[src/rtl/sdsg_calib_ctrl_if.sv]
// sdsg_calib_ctrl_if: control, status and delay-line signals of the calibration sequencer.
// tol_i exists only when SDSG_CAL_TOL_EN is defined.
interface sdsg_calib_ctrl_if;
    logic       start_i;
    logic       abort_i;
    logic [7:0] target_lat_i;
`ifdef SDSG_CAL_TOL_EN
    logic [3:0] tol_i;
`endif
    logic       echo_i;
    logic [7:0] delay_num_o;
    logic       pulse_o;
    logic       busy_o;
    logic       done_o;
    logic       fail_o;
    logic       locked_o;
    logic [7:0] result_o;

    modport master (
        input  delay_num_o, pulse_o, busy_o, done_o, fail_o, locked_o, result_o,
        output start_i, abort_i, target_lat_i, echo_i
`ifdef SDSG_CAL_TOL_EN
        , output tol_i
`endif
    );

    modport slave (
        input  start_i, abort_i, target_lat_i, echo_i,
`ifdef SDSG_CAL_TOL_EN
        input  tol_i,
`endif
        output delay_num_o, pulse_o, busy_o, done_o, fail_o, locked_o, result_o
    );
endinterface

[src/rtl/sdsg_calib_ctrl.sv]
// sdsg_calib_ctrl: sweeps delay-line taps, times a test pulse echo and locks on the first tap matching the target.
// Define SDSG_CAL_TOL_EN to add tol_i and accept |lat - tgt| <= tol instead of an exact match.
module sdsg_calib_ctrl #(
    parameter int DEPTH      = 256,
    parameter int TAP_MAX    = DEPTH - 1,
    parameter int SETTLE_CYC = 256,
    parameter int TIMEOUT    = DEPTH + 4
) (
    input logic clk_i,
    input logic rst_ni,
    sdsg_calib_ctrl_if.slave bus
);
    localparam int SW = $clog2(SETTLE_CYC + 1);

    typedef enum logic [2:0] {IDLE, SETTLE, PULSE, WAIT, EVAL, DONE, FAIL} state_t;

    state_t        state;
    logic [7:0]    tap, tgt, result;
    logic [9:0]    lat, lat_inc;
    logic [SW-1:0] cnt;
    logic          seen, done, fail, locked, match;

    assign lat_inc = &lat ? lat : lat + 10'd1;

`ifdef SDSG_CAL_TOL_EN
    logic [3:0] tol;
    logic [9:0] diff;
    assign diff  = lat >= {2'b0, tgt} ? lat - {2'b0, tgt} : {2'b0, tgt} - lat;
    assign match = seen && diff <= {6'b0, tol};
`else
    assign match = seen && lat == {2'b0, tgt};
`endif

    assign bus.delay_num_o = state == IDLE ? result : tap;
    assign bus.pulse_o     = state == PULSE;
    assign bus.busy_o      = state != IDLE;
    assign bus.done_o      = done;
    assign bus.fail_o      = fail;
    assign bus.locked_o    = locked;
    assign bus.result_o    = result;

    always_ff @(posedge clk_i) begin
        if (!rst_ni) begin
            state  <= IDLE;
            tap    <= '0;
            tgt    <= '0;
            lat    <= '0;
            cnt    <= '0;
            seen   <= 1'b0;
            result <= '0;
            done   <= 1'b0;
            fail   <= 1'b0;
            locked <= 1'b0;
`ifdef SDSG_CAL_TOL_EN
            tol    <= '0;
`endif
        end else begin
            done <= 1'b0;
            fail <= 1'b0;
            // abort wins over every state decision, including the EVAL verdict
            if (state != IDLE && bus.abort_i) begin
                state <= IDLE;
            end else begin
                case (state)
                    IDLE: if (bus.start_i) begin
                        tgt    <= bus.target_lat_i;
`ifdef SDSG_CAL_TOL_EN
                        tol    <= bus.tol_i;
`endif
                        tap    <= '0;
                        cnt    <= '0;
                        locked <= 1'b0;
                        state  <= SETTLE;
                    end
                    SETTLE: if (cnt == SW'(SETTLE_CYC - 1)) state <= PULSE;
                            else cnt <= cnt + 1'b1;
                    PULSE: begin
                        lat   <= '0;
                        seen  <= 1'b0;
                        state <= WAIT;
                    end
                    WAIT: begin
                        lat <= lat_inc;
                        if (bus.echo_i) begin
                            seen  <= 1'b1;
                            state <= EVAL;
                        end else if (lat_inc == 10'(TIMEOUT)) begin
                            seen  <= 1'b0;
                            state <= EVAL;
                        end
                    end
                    EVAL: if (match) begin
                        result <= tap;
                        done   <= 1'b1;
                        locked <= 1'b1;
                        state  <= DONE;
                    end else if (tap == 8'(TAP_MAX)) begin
                        fail  <= 1'b1;
                        state <= FAIL;
                    end else begin
                        tap   <= tap + 8'd1;
                        cnt   <= '0;
                        state <= SETTLE;
                    end
                    default: state <= IDLE;
                endcase
            end
        end
    end
endmodule

[src/flat_wrapper.sv]
// flat-port wrapper written by rule: the top's interface ports become plain ports
module sdsg_calib_ctrl_flat 
#(
    parameter int DEPTH      = 256,
    parameter int TAP_MAX    = DEPTH - 1,
    parameter int SETTLE_CYC = 256,
    parameter int TIMEOUT    = DEPTH + 4
)
  (clk_i, rst_ni, bus_start_i, bus_abort_i, bus_target_lat_i, bus_echo_i, bus_delay_num_o, bus_pulse_o, bus_busy_o, bus_done_o, bus_fail_o, bus_locked_o, bus_result_o);
  sdsg_calib_ctrl_if bus_i ();
  input logic clk_i;
  input logic rst_ni;
  input wire logic [$bits(bus_i.start_i)-1:0] bus_start_i;
  input wire logic [$bits(bus_i.abort_i)-1:0] bus_abort_i;
  input wire logic [$bits(bus_i.target_lat_i)-1:0] bus_target_lat_i;
  input wire logic [$bits(bus_i.echo_i)-1:0] bus_echo_i;
  output wire logic [$bits(bus_i.delay_num_o)-1:0] bus_delay_num_o;
  output wire logic [$bits(bus_i.pulse_o)-1:0] bus_pulse_o;
  output wire logic [$bits(bus_i.busy_o)-1:0] bus_busy_o;
  output wire logic [$bits(bus_i.done_o)-1:0] bus_done_o;
  output wire logic [$bits(bus_i.fail_o)-1:0] bus_fail_o;
  output wire logic [$bits(bus_i.locked_o)-1:0] bus_locked_o;
  output wire logic [$bits(bus_i.result_o)-1:0] bus_result_o;
  assign bus_i.start_i = bus_start_i;
  assign bus_i.abort_i = bus_abort_i;
  assign bus_i.target_lat_i = bus_target_lat_i;
  assign bus_i.echo_i = bus_echo_i;
  assign bus_delay_num_o = bus_i.delay_num_o;
  assign bus_pulse_o = bus_i.pulse_o;
  assign bus_busy_o = bus_i.busy_o;
  assign bus_done_o = bus_i.done_o;
  assign bus_fail_o = bus_i.fail_o;
  assign bus_locked_o = bus_i.locked_o;
  assign bus_result_o = bus_i.result_o;
  sdsg_calib_ctrl #(.DEPTH(DEPTH), .TAP_MAX(TAP_MAX), .SETTLE_CYC(SETTLE_CYC), .TIMEOUT(TIMEOUT)) u_core (.clk_i(clk_i), .rst_ni(rst_ni), .bus(bus_i));
endmodule
[config.mk]
export PLATFORM = sky130hd
export DESIGN_NAME = sdsg_calib_ctrl_flat
export DESIGN_NICKNAME = d
export VERILOG_FILES = /design/src/rtl/sdsg_calib_ctrl_if.sv /design/src/rtl/sdsg_calib_ctrl.sv /design/src/flat_wrapper.sv
export SDC_FILE = /design/constraint.sdc
export NUM_CORES = 1
export LEC_CHECK = 0
export BUFFER_PORTS_ARGS = -buffer_cell sky130_fd_sc_hd__buf_2
export CELL_PAD_IN_SITES_DETAIL_PLACEMENT = 0
export CELL_PAD_IN_SITES_GLOBAL_PLACEMENT = 1
export CORE_MARGIN = 1.5
export CORE_UTILIZATION = 39
export DETAILED_ROUTE_END_ITERATION = 7
export GPL_TIMING_DRIVEN = 0
export PLACE_DENSITY = 0.83
export REMOVE_ABC_BUFFERS = 1
export SYNTH_ARGS = -nofsm -noshare
export SYNTH_HDL_FRONTEND = slang
export SYNTH_SLANG_ARGS = --single-unit
export TNS_END_PERCENT = 10
[constraint.sdc]
create_clock -name clk_i -period 2.17 [get_ports clk_i]
set_clock_uncertainty 0.15 [all_clocks]
set_input_delay 0.434 -clock clk_i [delete_from_list [all_inputs] [get_ports clk_i]]
set_output_delay 0.434 -clock clk_i [all_outputs]
set_load 0.1 [all_outputs]
==> results of run 1 <==
final timing paths:
path	startpoint	to	slack, ps	cells past startpoint
min reg2reg	u_core.cnt[8]	u_core.cnt[8]	310	2
min	bus_target_lat_i[3]	u_core.tgt[3]	210	3
max reg2reg	u_core.lat[1]	u_core.state[2]	-50	7
max	u_core.lat[1]	u_core.state[2]	-50	7
power groups by stage:
| stage | Clock (mW) | Combinational [mW] | Sequential (mW) |
|---|---|---|---|
| 2_1_floorplan | 0 | 0.291 | 0.996 |
| 3_3_place_gp | 0 | 0.383 | 1.01 |
| 3_5_place_dp | 0 | 0.392 | 1.01 |
| 4_1_cts | 0.599 | 0.494 | 0.986 |
| 5_1_grt | 0.638 | 0.554 | 0.992 |
| 6_report | 0.586 | 0.509 | 0.986 |
state kept, by name (all words and copies together) (netlist names):
name and flops:
u_core.seen 1, u_core.tap 8, u_core.cnt 9, u_core.bus.locked_o 1
u_core.tgt 8, u_core.bus.fail_o 1, u_core.state 3, u_core.lat 10
u_core.bus.result_o 8, u_core.bus.done_o 1
cells in the mapped netlist, drive strengths merged (2+ instances only):
| cell type | n | share of area [%] |
|---|---|---|
| or4 | 6 | 1.7 |
| nand4 | 5 | 1.1 |
| or3 | 11 | 2.5 |
| a2bb2oi | 2 | 0.62 |
| and4 | 2 | 0.62 |
| nand3 | 18 | 3.2 |
| buf | 10 | 3.2 |
| a211oi | 2 | 0.53 |
| dfxtp | 50 | 36 |
| a22oi | 3 | 0.80 |
| ha | 4 | 1.8 |
| o21ba | 2 | 0.71 |
| mux2i | 11 | 3.9 |
| a21oi | 33 | 5.9 |
| o31ai | 9 | 2.9 |
| clkbuf | 9 | 1.2 |
| o21ai | 15 | 2.7 |
| a31oi | 4 | 0.89 |
| nand2 | 62 | 8.6 |
| nor2 | 37 | 5.0 |
| a22o | 2 | 0.62 |
| o21a | 3 | 1.1 |
| nand2b | 4 | 0.89 |
| nor3 | 16 | 3.0 |
| and3 | 5 | 1.1 |
| nor4 | 3 | 0.67 |
| xor2 | 10 | 3.7 |
| inv | 8 | 1.1 |
logic make-up (layout without fill, tap and decap cells):
group           after synthesis  after routing  synth area share, %
simple gates                174            174                29.99
fa+ha+maj                     4              4                1.783
xor+xnor                     10             10                3.654
buf+inv                      28             64                5.614
mux                          12             12                4.323
flops                        50             50                35.65
compound gates               81             83                18.98
layout make-up:
cell class	instances	share of cell area, %
clock buffer	6	2.351
clock inverter	2	0.3563
inverter	9	1.104
multi-input combinational	283	53.33
sequential	50	29.85
tap	96	3.420
timing repair buffer	47	9.583
metrics by stage:
step	utilization (%)	hold WS (ps)
final	51.13	209.6
after global routing	51.13	218.7
after CTS	49.44	206.9
after detailed placement	43.33	297.2
after global placement	43.22	291.0
after floorplan	-	281.9
metal layers:
metal | vias up | global-route usage [%]
met5 | - | 0
met1 | 1290 | 25.62
met4 | 0 | 7.215
met3 | 6 | 2.922
met2 | 50 | 32.20
li1 | 1357 | -
worst max-delay path, stage by stage (launching register included):
cell,delay (ps)
dfxtp_4,390
ha_4,150
xor2_1,150
nand2_1,60
or3_1,310
a2111o_1,460
o311ai_4,290
nor3b_2,200
timing repair:
action	4_1_cts	5_1_grt
pin swaps	17	6
setup endpoints to repair	52	44
gates resized for setup	60	28
hold endpoints to repair	0	0
cloned	2	0
buffers inserted	12	1
==> qor.log, run 1 <==
[cells_and_area] share of final-layout standard cells stronger than drive strength 1 29.47%
[logic_synthesis] Async SR Flop Fraction 0%
[logic_synthesis] Synth Flop Type dfxtp_1
[clocking] clock tree buffer depth 2
[cells_and_area] area added between synthesis and finish 25.09%
[global_routing] global-route wire length before repair 11760 um
[clocking] number of clock buffers inserted by TritonCTS 5
[clocking] count of hold-fix buffers inserted at cts 0
[floorplanning] total die area 7718 um2
[power_and_ir_drop] leakage dissipation 1.328 nW
[critical_path] element type at the critical path start flop
[power_and_ir_drop] portion of total power attributed to the clock network 28.2%
[outcome] outcome finished with violations
[route] number of remaining DRC errors 0
[placed_design] placed instance area 2977 um2
[global_routing] initial antenna violation count 0
[power_and_ir_drop] Gate power share 24.5%
[logic_synthesis] EDFF count, synth 0
[global_routing] vias in the first global route 2414
[cells_and_area] number of inserted diodes 0
[route] vias per std cell 5.483
[power_and_ir_drop] Power, Total 2.081 mW
[global_routing] maximum number of pins on one net before global-route repair 30
[worst_hold_path] worst min path class input port to flop
[critical_path] Critical Path RT 2270 ps
[floorplanning] area of the core 6869 um2
[route] count of antenna-violating nets left after detailed routing 0
[cells_and_area] design area 3512 um2
[power_and_ir_drop] sequential share of power 47.4%
[floorplanning] overall die width 87.85 um
[clocking] clock sink count 50
[route] routed wire length on met3 222 um
[cells_and_area] leading cell type in the layout, fill and taps excluded nand2_1
[logic_synthesis] post-synthesis cell area 2808 um2
[floorplanning] Die Y 87.85 um
[timing] final worst path period share 102.3%
[power_and_ir_drop] worst vdd rail ir drop 0.0003080 V
[timing] Hold Fails Final Rpt 0
[cells_and_area] final std cells w/o fill 493
[global_routing] global-route total usage across every layer 19.46%
[placed_design] number of input and output port buffers inserted 33
[route] router iterations before antenna repair 4
[logic_synthesis] Mapped Cells 359
[logic_synthesis] number of warning messages in the yosys log 0
[route] sum of routed wire segments on met1 3361 um
[logic_synthesis] number of storage elements in the synthesis netlist 50
[timing] RSZ-0062 raised after global routing yes
[timing] Min Clock Period, post-route 2220 ps
[floorplanning] total I/O pin count 34
[route] total length of routed met2 wires 3453 um
[flow_run] number of max-capacitance violations reported 0
[timing] setup violators final 7
[timing] smallest setup slack after layout -50.42 ps
[placed_design] hpwl dp 4597 um
[timing] transition time at the pin with the least slew margin 1025 ps
[critical_path] critical path arrival 2320 ps
[power_and_ir_drop] fraction of power spent switching nets 33.84%
[cells_and_area] net total in the final layout 413
[critical_path] critical path capture point type flop
[route] overall via count from detail_route 2703
[route] DRT Wirelength 7139 um
[cells_and_area] FILL cells 655
[cells_and_area] sequential cell area 1049 um2
[clocking] clock latency at the later pin of the worst-skew pair 310 ps
[route] Top Layer Used met4
[placed_design] Final GP Congestion 0.8426
[placed_design] worst setup timing slack at the placement stage -874.3 ps
[logic_synthesis] post-synthesis cell type count 53
[logic_synthesis] mean post-synth cell area 7.821 um2
[clocking] clock tree from TritonCTS built
[timing] Rel. slew slack 31.58%
[logic_synthesis] portion of the post-synthesis area used by sequential elements 35.65%
[power_and_ir_drop] design internal power 1.377 mW
[clocking] Max H-tree Level 2
[floorplanning] std cell rows 30
[placed_design] number of cells after detailed placement 470
[power_and_ir_drop] net switching component of the power 704.3 uW
[power_and_ir_drop] power per cell area 592.6 nW/um2
[critical_path] crit path max fanout 5
[route] drt first-iter violations 189
[cells_and_area] commonest cells after routing, fill and taps aside nand2_1 (60), nor2_1 (35), a21oi_1 (32), dfxtp_1 (32), buf_2 (23)
[clocking] CTS Root Buffer Type clkbuf_8
[global_routing] grt total ovfl 0
[timing] setup tns final -180.6 ps
[timing] highest clock rate 450.4 MHz
[clocking] Clk pin slew, worst setup/hold paths 100 ps
[cells_and_area] multi-input combinational cell area 1873 um2
[outcome] violations in the final reports negative setup slack
[route] average wire per cell in the routed design 14.48 um
[floorplanning] Initial Utilization 40.87%
[timing] max-slew violation total from the final report 0
[critical_path] crit path kind flop to flop
Power figures use the tool's default switching activity.
==> inputs of run 2 (changes only) <==
--- a/config.mk
+++ b/config.mk
@@ -14,6 +14,7 @@
 export GPL_TIMING_DRIVEN = 0
 export PLACE_DENSITY = 0.83
 export REMOVE_ABC_BUFFERS = 1
+export SETUP_SLACK_MARGIN = 0.05
 export SYNTH_ARGS = -nofsm -noshare
 export SYNTH_HDL_FRONTEND = slang
 export SYNTH_SLANG_ARGS = --single-unit
==> qor.log, run 2 (synthesis gave the netlist of run 1 again) <==
[timing] Hold Fails Final Rpt 0 [unchanged]
[route] router iterations before antenna repair 5 [was 4]
[outcome] violations in the final reports negative setup slack [unchanged]
[timing] transition time at the pin with the least slew margin 1034 ps [was 1025 ps]
[cells_and_area] largest registers u_core.lat (10), u_core.cnt (9) [unchanged]
[floorplanning] overall die width 87.85 um [unchanged]
[placed_design] number of input and output port buffers inserted 33 [unchanged]
[cells_and_area] leading cell type in the layout, fill and taps excluded nand2_1 [unchanged]
[power_and_ir_drop] design internal power 1.377 mW [about the same]
[clocking] CTS Root Buffer Type clkbuf_8 [unchanged]
[outcome] outcome finished with violations [unchanged]
[clocking] number of clock buffers inserted by TritonCTS 5 [unchanged]
[timing] Min Clock Period, post-route 2202 ps [was 2220 ps]
[placed_design] Final GP Congestion 0.8426 [unchanged]
[route] overall via count from detail_route 2732 [was 2703]
[clocking] clock sink count 50 [unchanged]
[placed_design] hpwl dp 4597 um [unchanged]
[floorplanning] Initial Utilization 40.87% [unchanged]
[route] drt first-iter violations 209 [was 189]
[worst_hold_path] worst min path class input port to flop [unchanged]
[critical_path] crit path kind flop to flop [unchanged]
[global_routing] vias in the first global route 2414 [unchanged]
[critical_path] gate family responsible for the most delay along the worst path compound AO/OA/AOI/OAI gates [unchanged]
[power_and_ir_drop] power per cell area 590.8 nW/um2 [was 592.6 nW/um2]
[cells_and_area] commonest cells after routing, fill and taps aside nand2_1 (60), nor2_1 (35), a21oi_1 (32) [was nand2_1 (60), nor2_1 (35), a21oi_1 (32), dfxtp_1 (32), buf_2 (23)]
[clocking] clock tree buffer depth 2 [unchanged]
[power_and_ir_drop] worst vdd rail ir drop 0.0003083 V [was 0.0003080 V]
[placed_design] worst setup timing slack at the placement stage -874.3 ps [unchanged]
[critical_path] element type at the critical path start flop [unchanged]
[timing] setup violators final 6 [was 7]
[floorplanning] std cell rows 30 [unchanged]
[critical_path] crit-path max cell delay 460 ps [about the same]
[route] DRT Wirelength 7114 um [was 7139 um]
[critical_path] critical path arrival 2300 ps [was 2320 ps]
[route] vias per std cell 5.542 [was 5.483]
[timing] smallest setup slack after layout -32.43 ps [was -50.42 ps]
[global_routing] maximum number of pins on one net before global-route repair 30 [unchanged]
[critical_path] reg-to-reg setup timing slack -30 ps [was -50 ps]
[global_routing] global-route wire length before repair 11790 um [was 11760 um]
[floorplanning] total die area 7718 um2 [unchanged]
[critical_path] slowest CP cell a2111o_1 [unchanged]
[cells_and_area] area added between synthesis and finish 25.49% [was 25.09%]
[power_and_ir_drop] Gate power share 24.4% [was 24.5%]
[flow_run] number of max-capacitance violations reported 0 [unchanged]
[placed_design] number of cells after detailed placement 470 [unchanged]
[timing] final worst path period share 101.5% [was 102.3%]
[power_and_ir_drop] sequential share of power 47.3% [was 47.4%]
[cells_and_area] share of final-layout standard cells stronger than drive strength 1 30.23% [was 29.47%]
[clocking] Clk pin slew, worst setup/hold paths 100 ps [about the same]
[critical_path] critical path capture point type flop [unchanged]
[floorplanning] area of the core 6869 um2 [unchanged]
[cells_and_area] final core utilization 51.29% [was 51.13%]
[power_and_ir_drop] leakage dissipation 1.330 nW [was 1.328 nW]
[global_routing] initial antenna violation count 0 [unchanged]
[critical_path] Critical path buffers and inverters 0 [unchanged]
[global_routing] global-route total usage across every layer 19.46% [unchanged]
[power_and_ir_drop] portion of total power attributed to the clock network 28.2% [about the same]
[power_and_ir_drop] fraction of power spent switching nets 33.85% [was 33.84%]
[timing] max-slew violation total from the final report 0 [unchanged]
[cells_and_area] net total in the final layout 413 [unchanged]
[timing] highest clock rate 454.0 MHz [was 450.4 MHz]
[cells_and_area] number of inserted diodes 0 [unchanged]
[cells_and_area] top register by number of flip-flops u_core.lat [unchanged]
[power_and_ir_drop] net switching component of the power 704.7 uW [was 704.3 uW]
[critical_path] Critical Path RT 2270 ps [about the same]
[route] average wire per cell in the routed design 14.43 um [was 14.48 um]
[timing] RSZ-0062 raised after global routing yes [unchanged]
[cells_and_area] final std cells w/o fill 493 [unchanged]
[route] count of antenna-violating nets left after detailed routing 0 [unchanged]
[floorplanning] Die Y 87.85 um [unchanged]
[clocking] Max H-tree Level 2 [unchanged]
[cells_and_area] max FFs per register 10 [unchanged]
[timing] Rel. slew slack 30.98% [was 31.58%]
[critical_path] cells traversed along the worst timing path ha_4, xor2_1, nand2_1, or3_1, a2111o_1, o311ai_4, nor3b_2 [unchanged]
[floorplanning] total I/O pin count 34 [unchanged]
[timing] worst hold slack across all endpoints 208.7 ps [was 209.6 ps]
[route] number of remaining DRC errors 0 [unchanged]
[cells_and_area] FILL cells 654 [was 655]
[clocking] clock latency at the later pin of the worst-skew pair 310 ps [about the same]
[global_routing] grt total ovfl 0 [unchanged]
[clocking] clock tree from TritonCTS built [unchanged]
[critical_path] crit path max fanout 5 [unchanged]
## run 2: cell counts in the layout (fill, tap and decap cells not counted)
No cell type changed its count.
## run 2: worst paths after layout
| check | from | end | cells past startpoint |
|---|---|---|---|
| worst min register to register | u_core.cnt[8] | u_core.cnt[8] | 2 |
| worst max register to register | u_core.lat[1] | u_core.state[2] | 7 |
| worst min-delay path | bus_target_lat_i[3] | u_core.tgt[3] | 3 |
| worst max-delay path | u_core.lat[1] | u_core.state[2] | 7 |
## run 2: area by class of cell
| class | instances | area (um2) | area share (%) |
|---|---|---|---|
| repair buffers | 47 | 336.6 | 9.553 |
| multi-input cells | 283 | 1883 | 53.44 |
| clock inverters | 2 | 12.51 | 0.3551 |
| flip-flops and latches | 50 | 1050 | 29.79 |
| clock buffers | 6 | 82.58 | 2.344 |
| inverters | 9 | 38.79 | 1.101 |
| well taps | 96 | 120.1 | 3.409 |
## run 2: repair_timing
item | 4_1_cts | 5_1_grt
resized for setup | 60 | 31
buffers inserted | 12 | 1
setup endpoints to repair | 53 | 45
gates cloned | 2 | 0
hold buffers | 0 | 0
pin swaps | 18 | 7
## run 2: tightest hold or removal path: cells and delay by family
family	cells	cell delay, ps
compound gates	1	50
buf+inv	1	100
simple gates	1	40
## run 2: per-layer routing
| metal | up-vias | GRT usage (%) | wire (um) |
|---|---|---|---|
| met5 | - | 0 | 0 |
| met4 | 0 | 7.215 | 119 |
| met3 | 8 | 2.922 | 299 |
| met2 | 73 | 32.20 | 3458 |
| met1 | 1296 | 25.62 | 3237 |
| li1 | 1355 | - | - |
## run 2: power by group through the flow
stage	clock network [mW]	logic, mW	registers, mW
finish	0.588	0.509	0.985
global route	0.638	0.554	0.992
CTS	0.599	0.494	0.986
detailed placement	0	0.392	1.01
global placement	0	0.383	1.01
floorplan	0	0.291	0.996
## run 2: through the flow
step	area (um2)	power (mW)	setup TNS, ps
floorplan	2684	1.287	-18690
global placement	2969	1.392	-42450
detailed placement	2977	1.401	-21770
CTS	3396	2.079	-260.5
global route	3523	2.183	-1353
finish	3523	2.082	-137.8
==> inputs of run 3 (changes only) <==
--- a/config.mk
+++ b/config.mk
@@ -8,7 +8,6 @@
 export BUFFER_PORTS_ARGS = -buffer_cell sky130_fd_sc_hd__buf_2
 export CELL_PAD_IN_SITES_DETAIL_PLACEMENT = 0
 export CELL_PAD_IN_SITES_GLOBAL_PLACEMENT = 1
-export CORE_MARGIN = 1.5
 export CORE_UTILIZATION = 39
 export DETAILED_ROUTE_END_ITERATION = 7
 export GPL_TIMING_DRIVEN = 0
==> qor.log, run 3 (synthesis gave the netlist of run 1 again) <==
[critical_path] crit path max fanout 8 [was 5]
[critical_path] destination of the critical timing path u_core.cnt[3] [was u_core.state[2]]
[clocking] clock sink count 50 [unchanged]
[critical_path] launch point of the worst reg-to-reg path u_core.lat[2] [was u_core.lat[1]]
[cells_and_area] number of inserted diodes 0 [unchanged]
[clocking] CTS Root Buffer Type clkbuf_8 [unchanged]
[cells_and_area] top register by number of flip-flops u_core.lat [unchanged]
[clocking] clock tree from TritonCTS built [unchanged]
[placed_design] placed instance area 2977 um2 [unchanged]
[timing] Min Clock Period, post-route 2299 ps [was 2202 ps]
[power_and_ir_drop] power per cell area 608.6 nW/um2 [was 590.8 nW/um2]
[critical_path] critical path arrival 2350 ps [was 2300 ps]
[outcome] violations in the final reports negative setup slack [unchanged]
[critical_path] crit-path max cell delay 590 ps [was 460 ps]
[timing] Hold Fails Final Rpt 0 [unchanged]
[critical_path] number of cells on the worst reg-to-reg path 6 [was 7]
[cells_and_area] design area 3447 um2 [was 3523 um2]
[critical_path] launch point of the worst path u_core.lat[2] [was u_core.lat[1]]
[critical_path] reg-to-reg setup timing slack -130 ps [was -30 ps]
[clocking] clock tree buffer depth 2 [unchanged]
[floorplanning] area of the core 6869 um2 [unchanged]
[flow_run] number of max-capacitance violations reported 0 [unchanged]
[clocking] Max H-tree Level 2 [unchanged]
[timing] max-slew violation total from the final report 0 [unchanged]
[floorplanning] Die Y 86.85 um [was 87.85 um]
[floorplanning] total die area 7543 um2 [was 7718 um2]
[critical_path] gate family responsible for the most delay along the worst path compound AO/OA/AOI/OAI gates [unchanged]
[timing] transition time at the pin with the least slew margin 983.2 ps [was 1034 ps]
[cells_and_area] commonest cells after routing, fill and taps aside nand2_1 (60), nor2_1 (34), dfxtp_1 (34) [was nand2_1 (60), nor2_1 (35), a21oi_1 (32)]
[timing] final worst path period share 106.0% [was 101.5%]
[timing] RSZ-0062 raised after global routing yes [unchanged]
[floorplanning] total I/O pin count 34 [unchanged]
[global_routing] global-route wire length before repair 11870 um [was 11790 um]
[timing] smallest setup slack after layout -129.2 ps [was -32.43 ps]
[placed_design] number of cells after detailed placement 470 [unchanged]
[route] router iterations before antenna repair 5 [unchanged]
[route] overall via count from detail_route 2668 [was 2732]
[critical_path] Critical Path RT 2230 ps [was 2270 ps]
[timing] Rel. slew slack 34.38% [was 30.98%]
[timing] setup violators final 22 [was 6]
[cells_and_area] share of final-layout standard cells stronger than drive strength 1 28.32% [was 30.23%]
[placed_design] Final GP Congestion 0.8281 [was 0.8426]
[cells_and_area] leading cell type in the layout, fill and taps excluded nand2_1 [unchanged]
[placed_design] number of input and output port buffers inserted 33 [unchanged]
[cells_and_area] area added between synthesis and finish 22.77% [was 25.49%]
[timing] highest clock rate 434.9 MHz [was 454.0 MHz]
[route] count of antenna-violating nets left after detailed routing 0 [unchanged]
[global_routing] grt total ovfl 0 [unchanged]
[route] vias per std cell 5.467 [was 5.542]
[critical_path] number of cells on the critical path 6 [was 7]
[critical_path] critical path capture point type flop [unchanged]
[timing] worst hold slack across all endpoints 203.1 ps [was 208.7 ps]
[placed_design] hpwl dp 4553 um [was 4597 um]
[clocking] clock latency at the later pin of the worst-skew pair 310 ps [about the same]
[cells_and_area] max FFs per register 10 [unchanged]
[cells_and_area] largest registers u_core.lat (10), u_core.cnt (9) [unchanged]
[floorplanning] Initial Utilization 40.87% [unchanged]
[floorplanning] overall die width 86.85 um [was 87.85 um]
[route] drt first-iter violations 169 [was 209]
[critical_path] slowest CP cell or4_4 [was a2111o_1]
[critical_path] element type at the critical path start flop [unchanged]
[global_routing] global-route total usage across every layer 19.96% [was 19.46%]
[power_and_ir_drop] leakage dissipation 1.287 nW [was 1.330 nW]
[global_routing] initial antenna violation count 0 [unchanged]
[worst_hold_path] worst min path class input port to flop [unchanged]
[power_and_ir_drop] worst vdd rail ir drop 0.0003277 V [was 0.0003083 V]
[outcome] outcome finished with violations [unchanged]
[critical_path] crit path kind flop to flop [unchanged]
[clocking] Clk pin slew, worst setup/hold paths 90 ps [was 100 ps]
[cells_and_area] final std cells w/o fill 488 [was 493]
[floorplanning] std cell rows 30 [unchanged]
[critical_path] Critical path buffers and inverters 0 [unchanged]
[critical_path] Critical R2R Capture u_core.cnt[3] [was u_core.state[2]]
[route] average wire per cell in the routed design 14.55 um [was 14.43 um]
[route] number of remaining DRC errors 0 [unchanged]
[global_routing] maximum number of pins on one net before global-route repair 30 [unchanged]
[critical_path] cells traversed along the worst timing path xor2_2, or4_4, o32ai_4, a211o_1, nor3_1, o21ba_1 [was ha_4, xor2_1, nand2_1, or3_1, a2111o_1, o311ai_4, nor3b_2]
[cells_and_area] net total in the final layout 408 [was 413]
[worst_hold_path] cell count of the worst hold path 3 [unchanged]
[global_routing] vias in the first global route 2460 [was 2414]
[cells_and_area] FILL cells 669 [was 654]
[route] DRT Wirelength 7099 um [was 7114 um]
[clocking] number of clock buffers inserted by TritonCTS 5 [unchanged]
-- run 3: changes by cell type in the layout (fill, tap and decap cells not counted), moves of 2 or more --
cell,delta
buf_6,-10
buf_4,+4
dfxtp_1,+3
dfxtp_4,-3
o21ai_0,-2
o21ai_1,+2
xor2_2,-2
-- run 3: worst min path at each step --
stage | endpoint | startpoint
2_1_floorplan | u_core.cnt[8] | u_core.cnt[8]
3_3_place_gp | u_core.cnt[8] | u_core.cnt[8]
3_5_place_dp | u_core.cnt[8] | u_core.cnt[8]
4_1_cts | u_core.tgt[0] | bus_target_lat_i[0]
5_1_grt | u_core.tgt[3] | bus_target_lat_i[3]
6_report | u_core.tgt[1] | bus_target_lat_i[1]
-- run 3: per-layer routing --
metal	vias to the layer above	track usage, %	wire, um
met4	0	6.667	80
met1	1243	25.47	3190
met5	-	0	0
li1	1343	-	-
met3	7	3.602	310
met2	75	33.93	3518
-- run 3: area by class of cell --
cell class,count,area [um2],share of cell area [%]
inverters,9,38.79,1.125
well taps,96,120.1,3.485
repair buffers,41,254.0,7.368
clock buffers,7,96.34,2.795
clock inverters,1,8.758,0.2541
flip-flops and latches,50,1039,30.13
multi-input cells,284,1891,54.85
-- run 3: tightest hold or removal path: cells and delay by family --
kind            cells  cell delay [ps]
compound gates      1               50
buf+inv             1               90
simple gates        1               40
-- run 3: report_power, final --
group          switching (mW)  internal [mW]  leakage (nW)
sequential             0.0613          0.939         0.414
combinational           0.316          0.173         0.818
clock                   0.317          0.293        0.0544
total                   0.694           1.40          1.29
-- run 3: per-stage QoR --
| step | util, % | power [mW] | worst slack (ps) | setup TNS [ps] |
|---|---|---|---|---|
| 2_1_floorplan | - | 1.287 | -1487 | -18690 |
| 3_3_place_gp | 43.22 | 1.388 | -1509 | -41230 |
| 3_5_place_dp | 43.33 | 1.400 | -830.1 | -20480 |
| 4_1_cts | 48.38 | 2.088 | -100.4 | -723.6 |
| 5_1_grt | 50.18 | 2.200 | -196.3 | -3330 |
| 6_report | 50.18 | 2.098 | -129.2 | -1230 |
-- run 3: timing repair --
action / 4_1_cts / 5_1_grt
pin swaps: 15 / 9
hold buffers: 0 / 0
buffers inserted: 5 / 2
setup endpoints to repair: 54 / 45
cloned: 3 / 0
resized for setup: 55 / 23
